### config.mk
export PLATFORM = sky130hd
export DESIGN_NAME = ps2_keyboard_tx
export DESIGN_NICKNAME = d
export VERILOG_FILES = /design/src/rtl/ps2_keyboard_tx_pkg.sv /design/src/rtl/ps2_tx_fifo.sv /design/src/rtl/ps2_keyboard_tx.sv
export SDC_FILE = /design/constraint.sdc
export NUM_CORES = 1
export LEC_CHECK = 0
export BUFFER_PORTS_ARGS = -buffer_cell sky130_fd_sc_hd__buf_2
export CAP_MARGIN = 10
export CORE_MARGIN = 2
export CORE_UTILIZATION = 55
export DETAILED_ROUTE_END_ITERATION = 10
export PLACE_DENSITY = 0.8
export SETUP_SLACK_MARGIN = 0.4
export SLEW_MARGIN = 20
export SYNTH_ARGS = -nofsm -noshare
export SYNTH_HDL_FRONTEND = slang
export SYNTH_SLANG_ARGS = --single-unit
### constraint.sdc
create_clock -name clk -period 2.9 [get_ports clk]
set_input_delay 0.58 -clock clk [delete_from_list [all_inputs] [get_ports clk]]
set_output_delay 0.58 -clock clk [all_outputs]
set_load 0.03 [all_outputs]
### src/rtl/ps2_keyboard_tx_pkg.sv
// Shared PS/2 definitions: transmitter states, frame size, scan-code prefixes, frame builder.
package ps2_keyboard_tx_pkg;

    typedef enum logic [1:0] {
        IDLE = 2'd0,
        HIGH = 2'd1,
        LOW  = 2'd2,
        GAP  = 2'd3
    } tx_state_t;

    localparam int         PS2_FRAME_BITS = 11;
    localparam logic [7:0] PS2_BREAK      = 8'hF0;
    localparam logic [7:0] PS2_EXT        = 8'hE0;

    // Bit 0 goes out first: start(0), data LSB first, odd parity, stop(1).
    function automatic logic [PS2_FRAME_BITS-1:0] ps2_frame(input logic [7:0] d);
        return {1'b1, ~^d, d, 1'b0};
    endfunction

endpackage

### src/rtl/ps2_tx_fifo.sv
// Scan-code byte queue: peek-head read, count-based flags, sticky overflow on a write while full.
module ps2_tx_fifo
    import ps2_keyboard_tx_pkg::*;
#(
    parameter int FIFO_AW = 3
) (
    input  logic       clk,
    input  logic       clrn,
    input  logic       wr_en,
    input  logic [7:0] wr_data,
    input  logic       pop,
    output logic [7:0] head,
    output logic       full,
    output logic       empty,
    output logic       overflow
);

    logic [7:0]       mem [2**FIFO_AW];
    logic [FIFO_AW-1:0] wr_ptr;
    logic [FIFO_AW-1:0] rd_ptr;
    logic [FIFO_AW:0]   count;
    logic               push;
    logic               do_pop;

    // count never exceeds the depth, so its top bit alone means full
    assign full   = count[FIFO_AW];
    assign empty  = (count == '0);
    assign push   = wr_en && !full;
    assign do_pop = pop && !empty;
    assign head   = mem[rd_ptr];

    always_ff @(posedge clk) begin
        if (push) begin
            mem[wr_ptr] <= wr_data;
        end
    end

    always_ff @(posedge clk or negedge clrn) begin
        if (!clrn) begin
            wr_ptr   <= '0;
            rd_ptr   <= '0;
            count    <= '0;
            overflow <= 1'b0;
        end else begin
            if (push) begin
                wr_ptr <= wr_ptr + 1'b1;
            end
            if (do_pop) begin
                rd_ptr <= rd_ptr + 1'b1;
            end
            case ({push, do_pop})
                2'b10:   count <= count + 1'b1;
                2'b01:   count <= count - 1'b1;
                default: count <= count;
            endcase
            if (wr_en && full) begin
                overflow <= 1'b1;
            end
        end
    end

endmodule

### src/rtl/ps2_keyboard_tx.sv
// PS/2 device-side transmitter: queues scan-code bytes and drives 11-bit frames on ps2_clk/ps2_data.
module ps2_keyboard_tx
    import ps2_keyboard_tx_pkg::*;
#(
    parameter int CLK_DIV    = 16,
    parameter int GAP_CYCLES = 32,
    parameter int FIFO_AW    = 3
) (
    input  logic       clk,
    input  logic       clrn,
    input  logic       wr_en,
    input  logic [7:0] wr_data,
    input  logic       host_inhibit,
    output logic       ps2_clk,
    output logic       ps2_data,
    output logic       full,
    output logic       empty,
    output logic       busy,
    output logic       overflow
);

    localparam int               HC_W    = (CLK_DIV > 1) ? $clog2(CLK_DIV) : 1;
    localparam int               GC_W    = $clog2(GAP_CYCLES + 1);
    localparam logic [HC_W-1:0]  HC_LAST = HC_W'(CLK_DIV - 1);
    localparam logic [GC_W-1:0]  GC_LAST = GC_W'(GAP_CYCLES - 1);
    localparam logic [3:0]       BI_LAST = 4'(PS2_FRAME_BITS - 1);

    tx_state_t                 state, state_nxt;
    logic [HC_W-1:0]           hc, hc_nxt;
    logic [GC_W-1:0]           gc, gc_nxt;
    logic [3:0]                bi, bi_nxt;
    logic [PS2_FRAME_BITS-1:0] sr, sr_nxt;
    logic                      clk_r, clk_nxt;
    logic                      data_r, data_nxt;
    logic                      pop;
    logic [7:0]                head;

    ps2_tx_fifo #(
        .FIFO_AW (FIFO_AW)
    ) u_fifo (
        .clk      (clk),
        .clrn     (clrn),
        .wr_en    (wr_en),
        .wr_data  (wr_data),
        .pop      (pop),
        .head     (head),
        .full     (full),
        .empty    (empty),
        .overflow (overflow)
    );

    assign ps2_clk  = clk_r;
    assign ps2_data = data_r;
    assign busy     = (state != IDLE);

    always_ff @(posedge clk or negedge clrn) begin
        if (!clrn) begin
            state  <= IDLE;
            hc     <= '0;
            gc     <= '0;
            bi     <= '0;
            sr     <= '0;
            clk_r  <= 1'b1;
            data_r <= 1'b1;
        end else begin
            state  <= state_nxt;
            hc     <= hc_nxt;
            gc     <= gc_nxt;
            bi     <= bi_nxt;
            sr     <= sr_nxt;
            clk_r  <= clk_nxt;
            data_r <= data_nxt;
        end
    end

    always_comb begin
        state_nxt = state;
        hc_nxt    = hc;
        gc_nxt    = gc;
        bi_nxt    = bi;
        sr_nxt    = sr;
        clk_nxt   = clk_r;
        data_nxt  = data_r;
        pop       = 1'b0;

        case (state)
            IDLE: begin
                clk_nxt  = 1'b1;
                data_nxt = 1'b1;
                if (!empty && !host_inhibit) begin
                    sr_nxt    = ps2_frame(head);
                    data_nxt  = 1'b0;
                    bi_nxt    = '0;
                    hc_nxt    = '0;
                    state_nxt = HIGH;
                end
            end
            HIGH: begin
                if (host_inhibit && bi < BI_LAST) begin
                    state_nxt = IDLE;
                    clk_nxt   = 1'b1;
                    data_nxt  = 1'b1;
                    hc_nxt    = '0;
                    bi_nxt    = '0;
                end else if (hc == HC_LAST) begin
                    clk_nxt   = 1'b0;
                    hc_nxt    = '0;
                    state_nxt = LOW;
                end else begin
                    hc_nxt = hc + 1'b1;
                end
            end
            LOW: begin
                // Once the stop bit has been sampled the frame is committed.
                if (host_inhibit && bi < BI_LAST) begin
                    state_nxt = IDLE;
                    clk_nxt   = 1'b1;
                    data_nxt  = 1'b1;
                    hc_nxt    = '0;
                    bi_nxt    = '0;
                end else if (hc == HC_LAST) begin
                    clk_nxt = 1'b1;
                    hc_nxt  = '0;
                    if (bi == BI_LAST) begin
                        data_nxt  = 1'b1;
                        pop       = 1'b1;
                        gc_nxt    = '0;
                        state_nxt = GAP;
                    end else begin
                        bi_nxt    = bi + 1'b1;
                        sr_nxt    = {1'b1, sr[PS2_FRAME_BITS-1:1]};
                        data_nxt  = sr[1];
                        state_nxt = HIGH;
                    end
                end else begin
                    hc_nxt = hc + 1'b1;
                end
            end
            GAP: begin
                clk_nxt  = 1'b1;
                data_nxt = 1'b1;
                if (gc == GC_LAST) begin
                    gc_nxt    = '0;
                    state_nxt = IDLE;
                end else begin
                    gc_nxt = gc + 1'b1;
                end
            end
            default: state_nxt = IDLE;
        endcase
    end

endmodule

==> flow_results.org <==
** Status
- Run status :: completed

** Die
- The initial utilization of the core area, before any placement, comes to 0.5688.
- Core ar. :: just over 8000 sq um
- The die is 96.18 microns tall.
- DIE AREA :: about 9300 sq um
- Row count :: 33
- # IOs :: 18
- Die span in x :: ~96 microns

** Clock tree
- Number of buffers on the longest clock path :: 2
- Total of hold buffers inserted after clock tree synthesis :: 0
- TritonCTS built the clock tree.
- The root buffer cell chosen for the clock tree is sky130_fd_sc_hd__clkbuf_8.
- Number of sinks on the clock net :: between 100 and 150
- Clock tree synthesis inserted a total of 9 buffers.
- CTS built an H-tree with a depth of 3.
- The clock reaches the later pin of the worst-skew pair after ~0.37 ns.
- After clock tree synthesis, the clock-pin slew on the worst setup and hold paths is 0.11 ns.

** Synth
- The commonest cells after synthesis are sky130_fd_sc_hd__edfxtp_1 (64), sky130_fd_sc_hd__dfrtp_1 (37), sky130_fd_sc_hd__nand2_1 (26).
- Synthesis warning total :: 0
- After synthesis, the netlist uses 47 different library cells.
- Counting flops and latches in the post-synthesis netlist gives roughly 100.
- Of the post-synthesis cell area, the dominant cell type holds 0.4112.
- Post-synthesis average cell area :: 14.51 sq um
- By area the synthesized netlist is led by sky130_fd_sc_hd__edfxtp_1 (41%), sky130_fd_sc_hd__dfrtp_1 (20%), sky130_fd_sc_hd__mux4_2 (4.3%).
- Most area-hungry cell type in the Yosys netlist :: sky130_fd_sc_hd__edfxtp_1
- Share of async-settable or async-resettable flops after synthesis :: 0.3786
- Netlist area before placement :: approximately 4700 sq um
- Commonest register cell after synthesis :: sky130_fd_sc_hd__edfxtp_1
- Counting flops with a built-in enable in the synthesized netlist gives 64.
- Cells after Synth :: about 320
- Among all cell types in the netlist, the one instantiated most often is sky130_fd_sc_hd__edfxtp_1.
- Post-Syn Nets :: between 300 and 400
- Of the synthesized area, sequential elements account for 0.6206.

** Drt
- Final WL :: between 7000 and 8000 microns
- Detailed router's first-iteration violation count :: about 70
- The detail route stage leaves a number of antenna-violating nets equal to 0.
- Post-DR wirelength/cell :: 16.89 microns
- For this block, the via count after detailed routing is between 2000 and 3000.
- After detailed routing, the number of vias per cell comes to ~5.7.
- Post-detailed-route DRC marker count :: 0
- The pre-antenna-repair detailed-routing pass consisted of 4 iterations.

** Setup path
- Number of cells on the critical path :: 11
- STA puts the critical path data arrival time at around 2.7 ns.
- STA classifies the critical path startpoint as a flip-flop.
- The signal on the critical path passes through inv_2, ha_2, o21ai_2, nor4_4, ha_2, ha_1, a21o_1, a21oi_2, xnor2_1, nor2_1, xor2_1.
- STA classifies the critical path endpoint as a flip-flop.
- The number of buffers and inverters on the critical path is 1.
- The setup path with the least slack is of type flip-flop to flip-flop.
- STA puts the critical path data required time at ~3.2 ns.
- The most numerous cell type found on the critical path is sky130_fd_sc_hd__ha_2.
- For this design, the slowest cell found on the critical path is sky130_fd_sc_hd__dfrtp_1.
- Critical-path maximum fanout :: 4
- CP peak stage delay :: approximately 0.44 ns
- The number of cells on the worst reg-to-reg path is 11.
- Grouping stages by cell kind, the critical path spends the most delay in adder cells.

** Global routing
- Largest net degree at the start of global routing :: 40
- The number of global-route vias before repair came to 2674.
- The initial antenna violation count came to 0.
- Total global routing overflow :: 0
- Global-route usage over all layers :: 0.1956
- The first global-routing pass estimated roughly 13000 microns of wire.

** Finish
- Utilization after layout :: 0.6368
- Post-route cell area :: between 5000 and 6000 sq um
- Ant. Diodes :: 0
- Fraction of layout cells with a size suffix above 1 :: 0.2335
- Relative to the synthesized area, the layout overhead comes to 11.97%.
- # nets final :: roughly 390

** STA
- Across all hold checks on the routed design, the worst slack comes to 0.2972 ns.
- Fin. max-slew vios :: 0
- In the finished design, the share of the clock period the worst path needs comes to 0.8294.
- At the pin with the least slew margin, the transition time is about 0.86 ns.
- Highest Clock Rate :: 415.8 MHz
- Clock skew on the completed layout was measured at 0.01534 ns.
- Normalized max-slew margin :: 0.4293
- Setup repair after global routing left no endpoint under its margin.
- Final period demand of the worst path :: about 2.4 ns
- Final Hold Vio Count :: 0
- Setup violation total in the final timing report :: 0
- Setup_tns :: 0 ns

** Pwr
- Worst vdd ir :: around 0.00044 V
- Leakage :: around 2.0 nW
- Power per standard cell area :: 785.3 nW/um^2

** Placement
- Final RePlAce weighted congestion :: approximately 0.76
- Detailed placer's ending HPWL :: ~5300 microns
- Buffers on Ports :: 17
- Once placement finished, the instance area stood at ~5000 sq um.

** Min path
- Worst hold path class :: primary input to asynchronous set/reset pin

** Flow run
- The tool flagged a number of max-cap violations equal to 0.
-- state kept, by name (all words and copies together) (netlist names) --
name and count:
u_fifo.count 4, u_fifo.overflow 1, u_fifo.mem 64, state 2, ps2_clk 1, sr 10
u_fifo.rd_ptr 3, u_fifo.wr_ptr 3, ps2_data 1, bi 4, hc 4, gc 6
-- layer usage --
metal | routed length (microns) | GRT usage | up-vias
met2 | 4058 | 0.3264 | 51
met5 | 0 | 0 | -
met3 | 256 | 0.04072 | 14
li1 | - | - | 1289
met1 | 3444 | 0.2480 | 1321
met4 | 162 | 0.08571 | 0
-- where the power goes --
part	internal [mW]	switching, mW
sequential	1.85	0.170
clock	0.353	0.567
combinational	0.479	0.692
total	2.68	1.43
-- metrics by stage --
step / cells / setup WS, ns / power (mW)
after floorplan: 322 / 0.4001 / 2.864
after global placement: 450 / 0.5510 / 3.144
after detailed placement: 450 / 0.4352 / 3.204
after CTS: 466 / 0.4035 / 4.130
after global routing: 469 / 0.3734 / 4.373
final: 469 / 0.4948 / 4.109
-- cell usage in the layout (no fill, tap or decap), types with 10 or more instances in the layout --
master,count
sky130_fd_sc_hd__ha_1,13
sky130_fd_sc_hd__dfrtp_1,37
sky130_fd_sc_hd__buf_2,17
sky130_fd_sc_hd__edfxtp_1,64
sky130_fd_sc_hd__xnor2_1,10
sky130_fd_sc_hd__mux2_2,11
sky130_fd_sc_hd__inv_1,11
sky130_fd_sc_hd__nor2_1,22
sky130_fd_sc_hd__nand2_1,26
sky130_fd_sc_hd__buf_4,17
sky130_fd_sc_hd__o21ai_0,22
-- cells by family (layout without fill, tap and decap cells) --
family	count (synthesis)	after routing	synth area share
multiplexers	38	38	0.1384
AO/OA/AOI/OAI	47	47	0.06239
XOR/XNOR	17	17	0.03186
buffers and inverters	21	63	0.02276
adder cells (fa/ha/maj)	16	16	0.04444
AND/OR/NAND/NOR	80	80	0.07952
flip-flops	103	103	0.6206
-- worst paths after layout --
kind	slack [ns]	end	start
setup / recovery	0.49	u_fifo.count[3]	state[0]
hold / removal	0.30	hc[2]	clrn
setup reg to reg	0.49	u_fifo.count[3]	state[0]
hold reg to reg	0.46	u_fifo.overflow	u_fifo.overflow
max in group asynchronous	2.05	sr[3]	clrn
min in group clk	0.42	u_fifo.overflow	wr_en
-- timing repair --
action / in CTS / in global routing
resized for setup: 1 / 7
endpoints found under the setup margin: 1 / 2
pin swaps: 0 / 2
setup buffers: 0 / 3
-- layout make-up --
class                   instances  area, sq um
fillers                       588         2984
clock buffers                   9        123.9
flip-flops and latches        103         2900
inverters                      12        45.04
clock inverters                 7        93.84
repair buffers                 35        224.0
well taps                     105        131.4
multi-input cells             198         1714
(Power assumes the default switching activity.)
